<file path="src/rtl/timer_pkg.sv">
// Shared types and helpers for the multi-channel countdown timer bank.
// Latency: n/a (declarations only).
// Backpressure: n/a (declarations only).
package timer_pkg;

  // Per-channel lifecycle.
  typedef enum logic [1:0] {
    CH_IDLE  = 2'd0,
    CH_RUN   = 2'd1,
    CH_PAUSE = 2'd2,
    CH_RING  = 2'd3
  } ch_state_t;

  // Minutes and seconds are both carried in 6-bit fields.
  localparam int FIELD_W = 6;
  localparam logic [FIELD_W-1:0] SEC_MAX = 6'd59;

  // Width of an index able to address n items (never below one bit).
  function automatic int idx_w(input int n);
    return (n > 1) ? $clog2(n) : 1;
  endfunction

endpackage

</file>
<file path="src/rtl/timer_channel.sv">
// One MM:SS countdown channel: preset entry, run/pause, buzzer and auto-repeat.
// Latency: every strobe or tick acts at the edge it is sampled; outputs are flops.
// Backpressure: none; strobes are one-cycle commands and are never stalled.
//
// Ports:
//   clk, reset            clock, async active-low reset
//   sec_tick              one-cycle seconds strobe from the shared prescaler
//   clr/start/pause       command strobes, already edge-detected and channel-qualified
//   add_min/add_sec       preset/value increment strobes
//   repeat_en             auto-repeat request, captured when a start is accepted
//   min_left/sec_left     current remaining value
//   running/buzzer        channel in RUN / in RING
module timer_channel
  import timer_pkg::*;
#(
  parameter int MAX_MIN   = 59,
  parameter int BUZZ_SECS = 10
) (
  input  logic               clk,
  input  logic               reset,
  input  logic               sec_tick,
  input  logic               clr,
  input  logic               start,
  input  logic               pause,
  input  logic               add_min,
  input  logic               add_sec,
  input  logic               repeat_en,
  output logic [FIELD_W-1:0] min_left,
  output logic [FIELD_W-1:0] sec_left,
  output logic               running,
  output logic               buzzer
);

  localparam int BCNT_W = $clog2(BUZZ_SECS + 1);
  localparam logic [FIELD_W-1:0] MIN_TOP  = FIELD_W'(MAX_MIN);
  localparam logic [BCNT_W-1:0]  BCNT_END = BCNT_W'(BUZZ_SECS - 1);

  ch_state_t          state_q, state_d;
  logic [FIELD_W-1:0] min_q, min_d;
  logic [FIELD_W-1:0] sec_q, sec_d;
  logic [FIELD_W-1:0] pmin_q, pmin_d;
  logic [FIELD_W-1:0] psec_q, psec_d;
  logic               rep_q, rep_d;
  logic [BCNT_W-1:0]  bcnt_q, bcnt_d;
  logic               running_q, buzzer_q;

  logic               is_zero;
  logic               last_sec;
  logic [FIELD_W-1:0] inc_min;
  logic [FIELD_W-1:0] inc_sec;

  assign is_zero  = (min_q == '0) && (sec_q == '0);
  assign last_sec = (min_q == '0) && (sec_q == FIELD_W'(1));
  assign inc_min  = (min_q >= MIN_TOP) ? '0 : min_q + 1'b1;
  assign inc_sec  = (sec_q >= SEC_MAX) ? '0 : sec_q + 1'b1;

  always_ff @(posedge clk or negedge reset) begin
    if (!reset) begin
      state_q   <= CH_IDLE;
      min_q     <= '0;
      sec_q     <= '0;
      pmin_q    <= '0;
      psec_q    <= '0;
      rep_q     <= 1'b0;
      bcnt_q    <= '0;
      running_q <= 1'b0;
      buzzer_q  <= 1'b0;
    end else begin
      state_q   <= state_d;
      min_q     <= min_d;
      sec_q     <= sec_d;
      pmin_q    <= pmin_d;
      psec_q    <= psec_d;
      rep_q     <= rep_d;
      bcnt_q    <= bcnt_d;
      running_q <= (state_d == CH_RUN);
      buzzer_q  <= (state_d == CH_RING);
    end
  end

  // Commands are evaluated in priority order; a command that does not apply
  // in the current state does not block a lower-priority one. Any command
  // that does act consumes the concurrent tick.
  always_comb begin
    state_d = state_q;
    min_d   = min_q;
    sec_d   = sec_q;
    pmin_d  = pmin_q;
    psec_d  = psec_q;
    rep_d   = rep_q;
    bcnt_d  = bcnt_q;

    if (clr) begin
      state_d = CH_IDLE;
      min_d   = '0;
      sec_d   = '0;
      pmin_d  = '0;
      psec_d  = '0;
      rep_d   = 1'b0;
      bcnt_d  = '0;
    end else begin
      unique case (state_q)
        CH_IDLE: begin
          if (start && !is_zero) begin
            state_d = CH_RUN;
            rep_d   = repeat_en;
          end else if (add_min) begin
            // In IDLE the preset tracks the displayed value.
            min_d  = inc_min;
            pmin_d = inc_min;
            psec_d = sec_q;
          end else if (add_sec) begin
            sec_d  = inc_sec;
            psec_d = inc_sec;
            pmin_d = min_q;
          end
        end

        CH_RUN: begin
          if (pause) begin
            state_d = CH_PAUSE;
          end else if (sec_tick) begin
            if (is_zero || last_sec) begin
              // 00:00 can only be seen here if it was dialled in while
              // paused; treat it as already expired.
              state_d = CH_RING;
              min_d   = '0;
              sec_d   = '0;
              bcnt_d  = '0;
            end else if (sec_q != '0) begin
              sec_d = sec_q - 1'b1;
            end else begin
              min_d = min_q - 1'b1;
              sec_d = SEC_MAX;
            end
          end
        end

        CH_PAUSE: begin
          // Edits while paused change the live value only, not the preset.
          if (start) begin
            state_d = CH_RUN;
          end else if (add_min) begin
            min_d = inc_min;
          end else if (add_sec) begin
            sec_d = inc_sec;
          end
        end

        CH_RING: begin
          if (sec_tick) begin
            if (bcnt_q == BCNT_END) begin
              bcnt_d = '0;
              if (rep_q) begin
                state_d = CH_RUN;
                min_d   = pmin_q;
                sec_d   = psec_q;
              end else begin
                state_d = CH_IDLE;
                min_d   = '0;
                sec_d   = '0;
              end
            end else begin
              bcnt_d = bcnt_q + 1'b1;
            end
          end
        end

        default: state_d = CH_IDLE;
      endcase
    end
  end

  assign min_left = min_q;
  assign sec_left = sec_q;
  assign running  = running_q;
  assign buzzer   = buzzer_q;

endmodule

</file>
<file path="src/rtl/multi_timer_bank.sv">
// Bank of NUM_CH countdown timers sharing one seconds prescaler and one button set.
// Latency: button edge or tick acts at the sampling edge; all outputs come from flops.
// Backpressure: none; buttons are edge-detected commands, held buttons act once.
//
// Ports:
//   clk, reset                      clock, async active-low reset
//   sel_ch                          channel addressed by the buttons (out of range = no-op)
//   add_minute/add_second           preset increment buttons
//   start_btn/pause_btn/clear_btn   channel control buttons
//   repeat_en                       auto-repeat, captured on start
//   timer_min_left/timer_sec_left   packed 6-bit fields, channel i at [6i+5:6i]
//   running/timer_buzzer            per-channel RUN / RING flags
//   any_buzzer                      OR of all buzzers
module multi_timer_bank
  import timer_pkg::*;
#(
  parameter int NUM_CH    = 4,
  parameter int TICK_DIV  = 1,
  parameter int MAX_MIN   = 59,
  parameter int BUZZ_SECS = 10
) (
  input  logic                        clk,
  input  logic                        reset,
  input  logic [idx_w(NUM_CH)-1:0]    sel_ch,
  input  logic                        add_minute,
  input  logic                        add_second,
  input  logic                        start_btn,
  input  logic                        pause_btn,
  input  logic                        clear_btn,
  input  logic                        repeat_en,
  output logic [FIELD_W*NUM_CH-1:0]   timer_min_left,
  output logic [FIELD_W*NUM_CH-1:0]   timer_sec_left,
  output logic [NUM_CH-1:0]           running,
  output logic [NUM_CH-1:0]           timer_buzzer,
  output logic                        any_buzzer
);

  localparam int SEL_W = idx_w(NUM_CH);
  localparam int PRE_W = idx_w(TICK_DIV);
  localparam logic [PRE_W-1:0] PRE_TOP = PRE_W'(TICK_DIV - 1);

  // Button bit order: {clear, start, pause, add_minute, add_second}.
  localparam int B_AS = 0;
  localparam int B_AM = 1;
  localparam int B_PA = 2;
  localparam int B_ST = 3;
  localparam int B_CL = 4;

  logic [PRE_W-1:0] presc_q;
  logic             sec_tick;
  logic [4:0]       btn_now, btn_q, btn_rise;
  logic             sel_ok;

  // Free-running prescaler; nothing but reset ever realigns it.
  assign sec_tick = (presc_q == PRE_TOP);

  always_ff @(posedge clk or negedge reset) begin
    if (!reset) begin
      presc_q <= '0;
    end else begin
      presc_q <= sec_tick ? '0 : presc_q + 1'b1;
    end
  end

  assign btn_now = {clear_btn, start_btn, pause_btn, add_minute, add_second};

  always_ff @(posedge clk or negedge reset) begin
    if (!reset) begin
      btn_q <= '0;
    end else begin
      btn_q <= btn_now;
    end
  end

  assign btn_rise = btn_now & ~btn_q;
  assign sel_ok   = (int'(sel_ch) < NUM_CH);

  for (genvar i = 0; i < NUM_CH; i++) begin : g_ch
    logic       hit;
    logic [4:0] stb;

    assign hit = sel_ok && (sel_ch == SEL_W'(i));
    assign stb = btn_rise & {5{hit}};

    timer_channel #(
      .MAX_MIN   (MAX_MIN),
      .BUZZ_SECS (BUZZ_SECS)
    ) u_ch (
      .clk       (clk),
      .reset     (reset),
      .sec_tick  (sec_tick),
      .clr       (stb[B_CL]),
      .start     (stb[B_ST]),
      .pause     (stb[B_PA]),
      .add_min   (stb[B_AM]),
      .add_sec   (stb[B_AS]),
      .repeat_en (repeat_en),
      .min_left  (timer_min_left[FIELD_W*i +: FIELD_W]),
      .sec_left  (timer_sec_left[FIELD_W*i +: FIELD_W]),
      .running   (running[i]),
      .buzzer    (timer_buzzer[i])
    );
  end

  // OR of channel flops only, so still free of any input-to-output path.
  assign any_buzzer = |timer_buzzer;

endmodule

</file>
<file path="config.mk">
export PLATFORM = sky130hd
export DESIGN_NAME = multi_timer_bank
export DESIGN_NICKNAME = d
export VERILOG_FILES = /design/src/rtl/timer_pkg.sv /design/src/rtl/timer_channel.sv /design/src/rtl/multi_timer_bank.sv
export SDC_FILE = /design/constraint.sdc
export NUM_CORES = 1
export LEC_CHECK = 0
export CAP_MARGIN = 20
export CORE_AREA = 2 2 116 162
export DETAILED_ROUTE_END_ITERATION = 10
export DIE_AREA = 0 0 118 164
export PLACE_DENSITY = 0.8
export SYNTH_ARGS = -nofsm -noshare
export SYNTH_HDL_FRONTEND = slang
export SYNTH_SLANG_ARGS = --single-unit
</file>
<file path="constraint.sdc">
create_clock -name clk -period 3.4 [get_ports clk]
set_input_delay 0.68 -clock clk [delete_from_list [all_inputs] [get_ports clk]]
set_output_delay 0.68 -clock clk [all_outputs]
set_load 0.05 [all_outputs]
</file>
==> results of run 1 <==
==> routing by layer <==
metal  global-route usage [%]  share of wire [%]  routed length, µm
met1                     33.4                 41              10800
met2                     46.9                 50              13000
met3                     4.79                5.7               1490
met4                     12.4                2.9                769
met5                        0                  0                  0
==> final timing paths <==
| check | from | to | slack (ps) | depth (start not counted) |
|---|---|---|---|---|
| max | g_ch[2].u_ch.sec_left[0] | g_ch[2].u_ch.min_left[0] | 530 | 7 |
| min | reset | g_ch[2].u_ch.min_left[2] | 90 | 1 |
| max reg2reg | g_ch[2].u_ch.sec_left[0] | g_ch[2].u_ch.min_left[0] | 530 | 7 |
| min reg2reg | g_ch[2].u_ch.bcnt_q[3] | g_ch[2].u_ch.bcnt_q[3] | 470 | 1 |
| max in group asynchronous | reset | g_ch[3].u_ch.min_left[2] | 2360 | 3 |
| min in group clk | g_ch[2].u_ch.bcnt_q[3] | g_ch[2].u_ch.bcnt_q[3] | 470 | 1 |
==> per-stage QoR <==
stage | instances | utilization (%) | instance area (µm²)
global placement | 1427 | 58.6 | 10500
CTS | 1459 | 61.6 | 11000
finish | 1460 | 61.7 | 11100
global route | 1460 | 61.7 | 11100
detailed placement | 1427 | 58.6 | 10500
floorplan | 1174 | - | 9680
==> where the power goes <==
| part | internal (µW) | switching (µW) |
|---|---|---|
| logic | 2410 | 3650 |
| clock network | 1020 | 708 |
| registers | 2310 | 1200 |
| total | 5730 | 5560 |
==> flip-flops by register name (all words and copies together) (netlist names) <==
| register | count |
|---|---|
| btn_q | 5 |
| g_ch.u_ch.buzzer | 4 |
| g_ch.u_ch.psec_q | 24 |
| g_ch.u_ch.min_left | 24 |
| g_ch.u_ch.rep_q | 4 |
| g_ch.u_ch.running | 4 |
| g_ch.u_ch.state_q | 8 |
| g_ch.u_ch.pmin_q | 24 |
| g_ch.u_ch.bcnt_q | 16 |
| g_ch.u_ch.sec_left | 24 |
==> kinds of logic after synthesis <==
group / Yosys count
simple gates: 436
compound gates: 382
flops: 137
buf+inv: 128
xor+xnor: 38
fa+ha+maj: 35
mux: 18
==> layout make-up <==
type                       count  area share [%]
multi-input combinational    909            51.4
sequential                   137            31.0
timing repair buffer         106            8.88
clock buffer                  23            4.14
tap                          240            2.71
inverter                      36            1.22
clock inverter                 9           0.679
==> cells in the mapped netlist (6+ instances only) <==
cell	number
xor2_1	15
nor2b_1	16
mux2i_1	8
nand2b_1	11
dfrtp_1	137
o31ai_1	48
a32o_1	11
buf_4	12
nand2_1	129
o41ai_1	21
o311ai_0	6
o21ai_0	87
nor2_1	107
nand4_1	12
mux2_2	10
and2_1	6
o211ai_1	7
and3_1	10
a31oi_1	21
a21o_1	10
inv_1	35
buf_2	26
nor3_1	42
nand3_1	49
xnor2_1	23
ha_1	32
a21oi_1	104
clkbuf_1	49
o22ai_1	6
==> impl_metrics.yaml, run 1 <==
timing:
  hold_slack_ps: 92.1
  period_needed_ps: 2870
  finalHoldViolations: 0
  rsz0062_at_grt: "no"
  clock-skew-final_ps: 7.26
  worst_pin_slew_ps: 789
  tns_ps: 0
  worst_slack_ps: 535
  slew_headroom_pct: 47.4
  min_period_over_period_pct: 84.3
  fmaxAchievable_mhz: 349
  final_max_slew_viol_count: 0
  setup_viol: 0
layout:
  syn_to_final_growth_pct: 14.2
  n_fill_cell: 1567
  multi_input_area_um2: 5680
  area.sequential_um2: 3430
  drive_gt1_share_pct: 8.69
  fin_nets: 1249
  diodes: 0
  final_cell_mix: "dfrtp_1 (137), nand2_1 (129), nor2_1 (107)"
  final_common_cell: "dfrtp_1"
critical_path:
  cp.required_ps: 3700
  crit_family: "simple AND/OR/NAND/NOR gates"
  cp-end-kind: "flip-flop"
  crit_buf_inv: 1
  crit_arrival_ps: 3160
  startpoint_type: "flip-flop"
  crit_path_max_fanout: 12
  worstSetupPathType: "flip-flop to flip-flop"
  path_cells: "inv_1 -> ha_1 -> nor4b_1 -> nand4b_1 -> nand4_1 -> nand3_1 -> o41ai_1"
  crit_slowest_cell: "o41ai_1"
  critical_path.max_stage_delay_ps: 520
pwr:
  ir_drop_v: 0.000720
  leakage_uw: 0.00469
  power_density_nw_per_um2: 1020
  power_uw: 11300
flow_run:
  maxCapViolations: 0
synth:
  syn_nets: 1216
  synth-compound-area-share_pct: 26.1
  synth.distinct_cells: 87
  muxShareOfSynthArea_pct: 1.99
  synth_edf_count: 0
  synth-xor-area-share_pct: 3.44
  async_flop_share_pct: 100
  yosys_warnings: 0
  yosys.area_share.simple_pct: 22.7
  ys_seq_area_share_pct: 35.4
  ys.flop_type: "dfrtp_1"
  synthAdderAreaFrac_pct: 4.45
  synth_area_um2: 9680
  synth-seq-cells: 137
  synth_top_family_by_area: "compound AO/OA/AOI/OAI gates"
  synthTopCellsByArea: "dfrtp_1 (35%), a21oi_1 (5.4%), nand2_1 (5.0%)"
  netlist_instances: 1174
  synth_top_area_share_pct: 35.4
  yosysTopAreaCell: "dfrtp_1"
  syn_avg_cell_area_um2: 8.25
cts:
  ctsResizeCount: 0
  insertion_delay_ps: 420
  cts_tree: "done"
  clock_sinks: 137
  clkSlewWorstSetupHoldPaths_ps: 60
  clock-root-buffer: "clkbuf_16"
  postCtsSetupBuffers: 0
  htreeDepth: 4
  cts_hold_buf: 0
  cts_made_buffers: 17
  clockBufferDepth: 2
grt:
  grt_pass1_vias: 9105
  gr-usage-all-layers_pct: 27.2
  grt_pass1_wl_um: 43400
  grt_start_max_net_pins: 111
  antenna_found_initial: 0
  globalRouteOverflowTotal: 0
die:
  io-pin-count: 67
  placementRows: 58
  start_util_pct: 54.0
  die_h_um: 164
  coreArea_um2: 17900
  die_x_um: 118
  die_area_um2: 19400
placed_design:
  place_ws_ps: 251
  hpwl_um: 18000
  io_buffer_count: 66
  gp_congestion: 0.929
detailed_routing:
  first_iter_violations: 724
  wirelength_um: 26100
  drc: 0
  post_drt_wl_per_cell_um: 17.9
  vias: 9254
  viasPerCell: 6.34
  ant_nets: 0
  drt_first_pass_iters: 5
outcome:
  outcome: "finished, final reports clean"
min_path:
  hp-class: "input pin to async pin"
Note: power is estimated with default switching activity, not from simulation.
==> run 2, diff against run 1 <==
--- a/config.mk
+++ b/config.mk
@@ -9,7 +9,7 @@
 export CORE_AREA = 2 2 116 162
 export DETAILED_ROUTE_END_ITERATION = 10
 export DIE_AREA = 0 0 118 164
-export PLACE_DENSITY = 0.8
+export PLACE_DENSITY = 0.83
 export SYNTH_ARGS = -nofsm -noshare
 export SYNTH_HDL_FRONTEND = slang
 export SYNTH_SLANG_ARGS = --single-unit
==> constraint.sdc (replaced) <==
create_clock -name clk -period 2.4 [get_ports clk]
set_input_delay 0.48 -clock clk [delete_from_list [all_inputs] [get_ports clk]]
set_output_delay 0.48 -clock clk [all_outputs]
set_load 0.05 [all_outputs]
==> run 2 against run 1 <==
  * Worst setup slack got worse by 500 ps
  * Register-to-register slack worse by 470 ps
  * Clock power is 51% higher
  * Utilization up 7.5 points
  * Global-route usage is 1.8 points higher
  * Flip-flop and latch count unchanged
  * Non-clock buffer count grew 154
  * Via count grew 8.1%
  * Hold slack worse by 92 ps
  * Combinational power increased by 80%
  * Final area is 12% higher
  * Critical path type is now flip-flop to output port
  * Highest routed layer unchanged
==> impl_metrics.yaml, run 2 (synthesis gave the netlist of run 1 again) <==
outcome:
  outcome: "finished, final reports clean"
grt:
  globalRouteOverflowTotal: 0
  grt_start_max_net_pins: 57
  grt_pass1_wl_um: 46300
  gr-usage-all-layers_pct: 29.0
  grt_pass1_vias: 9879
  antenna_found_initial: 0
timing:
  setup_viol: 0
  final_max_slew_viol_count: 0
  slew_headroom_pct: 62.6
  fmaxAchievable_mhz: 423
  worst_slack_ps: 35.8
  clock-skew-final_ps: 8.11
  worst_pin_slew_ps: 560
  rsz0062_at_grt: "yes"
  finalHoldViolations: 0
  period_needed_ps: 2360
  min_period_over_period_pct: 98.5
detailed_routing:
  viasPerCell: 6.20
  met2_length_um: 14500
  drt_first_pass_iters: 5
  wirelength_um: 28200
  routed.top_layer: "met4"
  drc: 0
  ant_nets: 0
  post_drt_wl_per_cell_um: 17.5
  dr_wl_met3_um: 1480
  first_iter_violations: 887
  met1Wirelength_um: 11300
  vias: 10008
pwr:
  power_density_nw_per_um2: 1420
  ir_drop_v: 0.000844
  leakage_uw: 0.00552
cts:
  insertion_delay_ps: 430
  clkSlewWorstSetupHoldPaths_ps: 60
  clockBufferDepth: 2
  clock-root-buffer: "clkbuf_16"
  cts_made_buffers: 17
  cts_tree: "done"
  clock_sinks: 137
  htreeDepth: 4
layout:
  final_core_util_pct: 69.2
  diodes: 0
  area.sequential_um2: 3440
  n_fill_cell: 1374
  final_cell_mix: "buf_4 (187), nand2_1 (129), dfrtp_1 (129)"
  final_area_um2: 12400
  fin_nets: 1403
  fin_cells: 1614
  drive_gt1_share_pct: 20.7
  multi_input_area_um2: 5740
  syn_to_final_growth_pct: 28.1
  final_common_cell: "buf_4"
flow_run:
  maxCapViolations: 0
placed_design:
  placed_area_um2: 11800
  hpwl_um: 20500
  dp.cells: 1579
  place_ws_ps: -335
  gp_congestion: 0.912
  io_buffer_count: 66
die:
  die_h_um: 164
  placementRows: 58
  die_x_um: 118
  start_util_pct: 54.0
  io-pin-count: 67
  die_area_um2: 19400
  coreArea_um2: 17900
critical_path:
  startpoint_type: "flip-flop"
  cp-end-kind: "output port"
  cp.required_ps: 1920
  crit_path_max_fanout: 13
  worstSetupPathType: "flip-flop to output port"
  crit_arrival_ps: 1880
min_path:
  hp-class: "input pin to async pin"
[run 2: changes by cell type in the layout (fill, tap and decap cells not counted), moves of 3 or more]
cell / change
clkdlybuf4s50_1: -3
nor2b_1: -3
dfrtp_2: +8
buf_4: +148
buf_12: +7
dfrtp_1: -8
nor2b_2: +3
[run 2: path summary, 6_finish.rpt]
| kind | from | end | slack, ps | depth (start not counted) |
|---|---|---|---|---|
| max in group asynchronous | reset | g_ch[1].u_ch.min_left[0] | 1710 | 2 |
| hold / removal | reset | g_ch[0].u_ch.psec_q[0] | 0.2 | 1 |
| hold reg to reg | g_ch[2].u_ch.psec_q[3] | g_ch[2].u_ch.psec_q[3] | 480 | 2 |
| setup / recovery | g_ch[0].u_ch.sec_left[3] | timer_sec_left[3] | 40 | 2 |
| setup reg to reg | g_ch[3].u_ch.sec_left[1] | g_ch[3].u_ch.min_left[0] | 60 | 8 |
| min in group clk | g_ch[2].u_ch.psec_q[3] | g_ch[2].u_ch.psec_q[3] | 480 | 2 |
[run 2: power by group]
part / switching [µW] / internal (µW)
combinational: 6430 / 4460
sequential: 791 / 3300
clock: 1000 / 1600
[run 2: what timing repair did]
| item | in CTS | in global routing |
|---|---|---|
| endpoints found under the hold margin | 0 | 0 |
| resized for setup | 3 | 13 |
| pin swaps | 1 | 2 |
| endpoints found under the setup margin | 8 | 42 |
| setup buffers | 3 | 0 |
| hold buffers | 0 | 0 |
[run 2: cell type report]
type	count	share of cell area, %
clock inverter	8	0.767
clock buffer	24	3.88
sequential	137	27.7
inverter	36	1.09
tap	240	2.42
timing repair buffer	260	17.8
multi-input combinational	909	46.3
[run 2: worst max-delay path, cell delays in order, from the launching register on]
cell and delay (ps):
dfrtp_1 410, buf_4 220, clkdlybuf4s50_1 830
[run 2: through the flow]
stage,power [µW],setup TNS [ps],hold WS [ps]
6_report,17600,0,0.194
3_3_place_gp,14400,-12760,455
5_1_grt,18700,-6.85,43.7
2_1_floorplan,11100,-173,184
3_5_place_dp,14700,-17930,466
4_1_cts,17400,0,19.0
[run 2: routing by layer]
layer,global-route usage [%],up-vias
met5,0,-
met4,13.5,0
met3,4.65,108
met2,52.4,400
met1,33.9,4835
li1,-,4665
==> run 3, diff against run 2 <==
--- a/config.mk
+++ b/config.mk
@@ -9,6 +9,7 @@
 export CORE_AREA = 2 2 116 162
 export DETAILED_ROUTE_END_ITERATION = 10
 export DIE_AREA = 0 0 118 164
+export GPL_TIMING_DRIVEN = 0
 export PLACE_DENSITY = 0.83
 export SYNTH_ARGS = -nofsm -noshare
 export SYNTH_HDL_FRONTEND = slang
==> run 3 against run 2 <==
  * Via count fell by 2.3%
  * Worst setup slack better by 19 ps
  * Clock power is 19% higher
==> impl_metrics.yaml, run 3 (synthesis gave the netlist of run 1 again) <==
outcome:
  outcome: "finished, final reports clean"
cts:
  clkSlewWorstSetupHoldPaths_ps: 60
  clockBufferDepth: 2
  htreeDepth: 4
  clock-root-buffer: "clkbuf_16"
  clock_sinks: 137
  cts_made_buffers: 17
  cts_tree: "done"
  insertion_delay_ps: 440
grt:
  grt_pass1_wl_um: 45100
  globalRouteOverflowTotal: 0
  antenna_found_initial: 3
  grt_start_max_net_pins: 95
  gr-usage-all-layers_pct: 28.4
  grt_pass1_vias: 9377
timing:
  final_max_slew_viol_count: 0
  clock-skew-final_ps: 8.73
  slew_headroom_pct: 53.5
  setup_viol: 0
  worst_slack_ps: 54.3
  min_period_over_period_pct: 97.7
  finalHoldViolations: 0
  hold_slack_ps: 316
  period_needed_ps: 2350
  fmaxAchievable_mhz: 426
  worst_pin_slew_ps: 698
critical_path:
  reg2reg_to: "g_ch[1].u_ch.min_left[3]"
  timing.rr.start: "g_ch[1].u_ch.sec_left[1]"
  crit_buf_inv: 3
  cp-end-kind: "flip-flop"
  crit_arrival_ps: 2670
  crit_slowest_cell: "dfrtp_2"
  cp.required_ps: 2720
  crit_family: "compound AO/OA/AOI/OAI gates"
  critical_path.max_stage_delay_ps: 440
  path_cells: "inv_4 -> ha_4 -> nor3b_4 -> nand4_1 -> and2_1 -> buf_2 -> a311o_1 -> buf_6 -> a221o_1"
  reg2reg_depth: 9
  startpoint_type: "flip-flop"
  r2r_setup_slack_ps: 50
  worstSetupPathType: "flip-flop to flip-flop"
  crit_path_max_fanout: 10
layout:
  syn_to_final_growth_pct: 22.3
  final_common_cell: "nand2_1"
  final_cell_mix: "nand2_1 (128), dfrtp_1 (127), nor2_1 (105)"
  drive_gt1_share_pct: 15.4
  fin_nets: 1325
die:
  die_x_um: 118
  die_area_um2: 19400
  start_util_pct: 54.0
  coreArea_um2: 17900
  die_h_um: 164
  placementRows: 58
  io-pin-count: 67
min_path:
  hp-start: "clear_btn"
  min_path_cells: 1
  min_to: "btn_q[4]"
  hp-class: "input pin to flip-flop"
pwr:
  power_density_nw_per_um2: 1490
  leakage_uw: 0.00504
  ir_drop_v: 0.00101
  power_uw: 17600
detailed_routing:
  ant_nets: 0
  drt_first_pass_iters: 6
  vias: 9782
  post_drt_wl_per_cell_um: 18.2
  wirelength_um: 28000
  viasPerCell: 6.36
  first_iter_violations: 927
  drc: 0
flow_run:
  maxCapViolations: 0
placed_design:
  place_ws_ps: -732
  io_buffer_count: 65
  gp_congestion: 0.910
  hpwl_um: 18600
==> run 3: layout make-up <==
type                    instances  area, µm²
diodes                          3       7.51
plain buffers                  88        442
clock buffers                  20        457
clock inverters                12        220
fillers                      1451       6080
inverters                      36        138
multi-input cells             909       5950
flip-flops and latches        137       3440
well taps                     240        300
repair buffers                 94        892
==> run 3: how the worst max path moves through the flow <==
stage | startpoint | to | cells after the start
after floorplan | g_ch[1].u_ch.sec_left[0] | g_ch[1].u_ch.min_left[3] | 9
after global placement | reset | g_ch[1].u_ch.sec_left[1] | 1
after detailed placement | clear_btn | g_ch[1].u_ch.min_left[2] | 9
after CTS | g_ch[1].u_ch.min_left[0] | g_ch[1].u_ch.min_left[3] | 10
after global routing | g_ch[0].u_ch.min_left[0] | g_ch[0].u_ch.pmin_q[1] | 8
final | g_ch[1].u_ch.sec_left[1] | g_ch[1].u_ch.min_left[3] | 9
==> run 3: where the power goes <==
part / leakage [µW] / switching, µW / internal (µW)
Sequential: 0.00171 / 1010 / 3300
Clock: 0.000330 / 1090 / 2000
Combinational: 0.00300 / 6270 / 3940
Total: 0.00504 / 8360 / 9240
==> run 3: repair_timing <==
item,4_1_cts,5_1_grt
hold buffers,1,0
setup buffers,14,13
endpoints found under the hold margin,43,0
endpoints found under the setup margin,92,95
gates resized for setup,37,50
pin swaps,6,16
==> run 3: worst reg2reg max path: cells and delay by family (launching register included) <==
family / cells / cell delay, ps
compound gates: 2 / 660
fa+ha+maj: 1 / 150
buf+inv: 3 / 410
flops: 1 / 440
simple gates: 3 / 570
==> run 3: metal layers <==
metal | GRT usage (%) | part of all wire, %
met1 | 34.1 | 40
met2 | 48.6 | 50
met3 | 4.58 | 6.2
met4 | 16.4 | 4.0
met5 | 0 | 0
==> run 3: metrics by stage <==
| stage | TNS (ps) | cell area, µm² | util, % | cells |
|---|---|---|---|---|
| after floorplan | -173 | 9710 | - | 1174 |
| after global placement | -702660 | 10700 | 59.5 | 1479 |
| after detailed placement | -50030 | 10700 | 59.6 | 1480 |
| after CTS | 0 | 11600 | 64.8 | 1525 |
| after global routing | -35.0 | 11800 | 66.1 | 1538 |
| final | 0 | 11800 | 66.1 | 1539 |
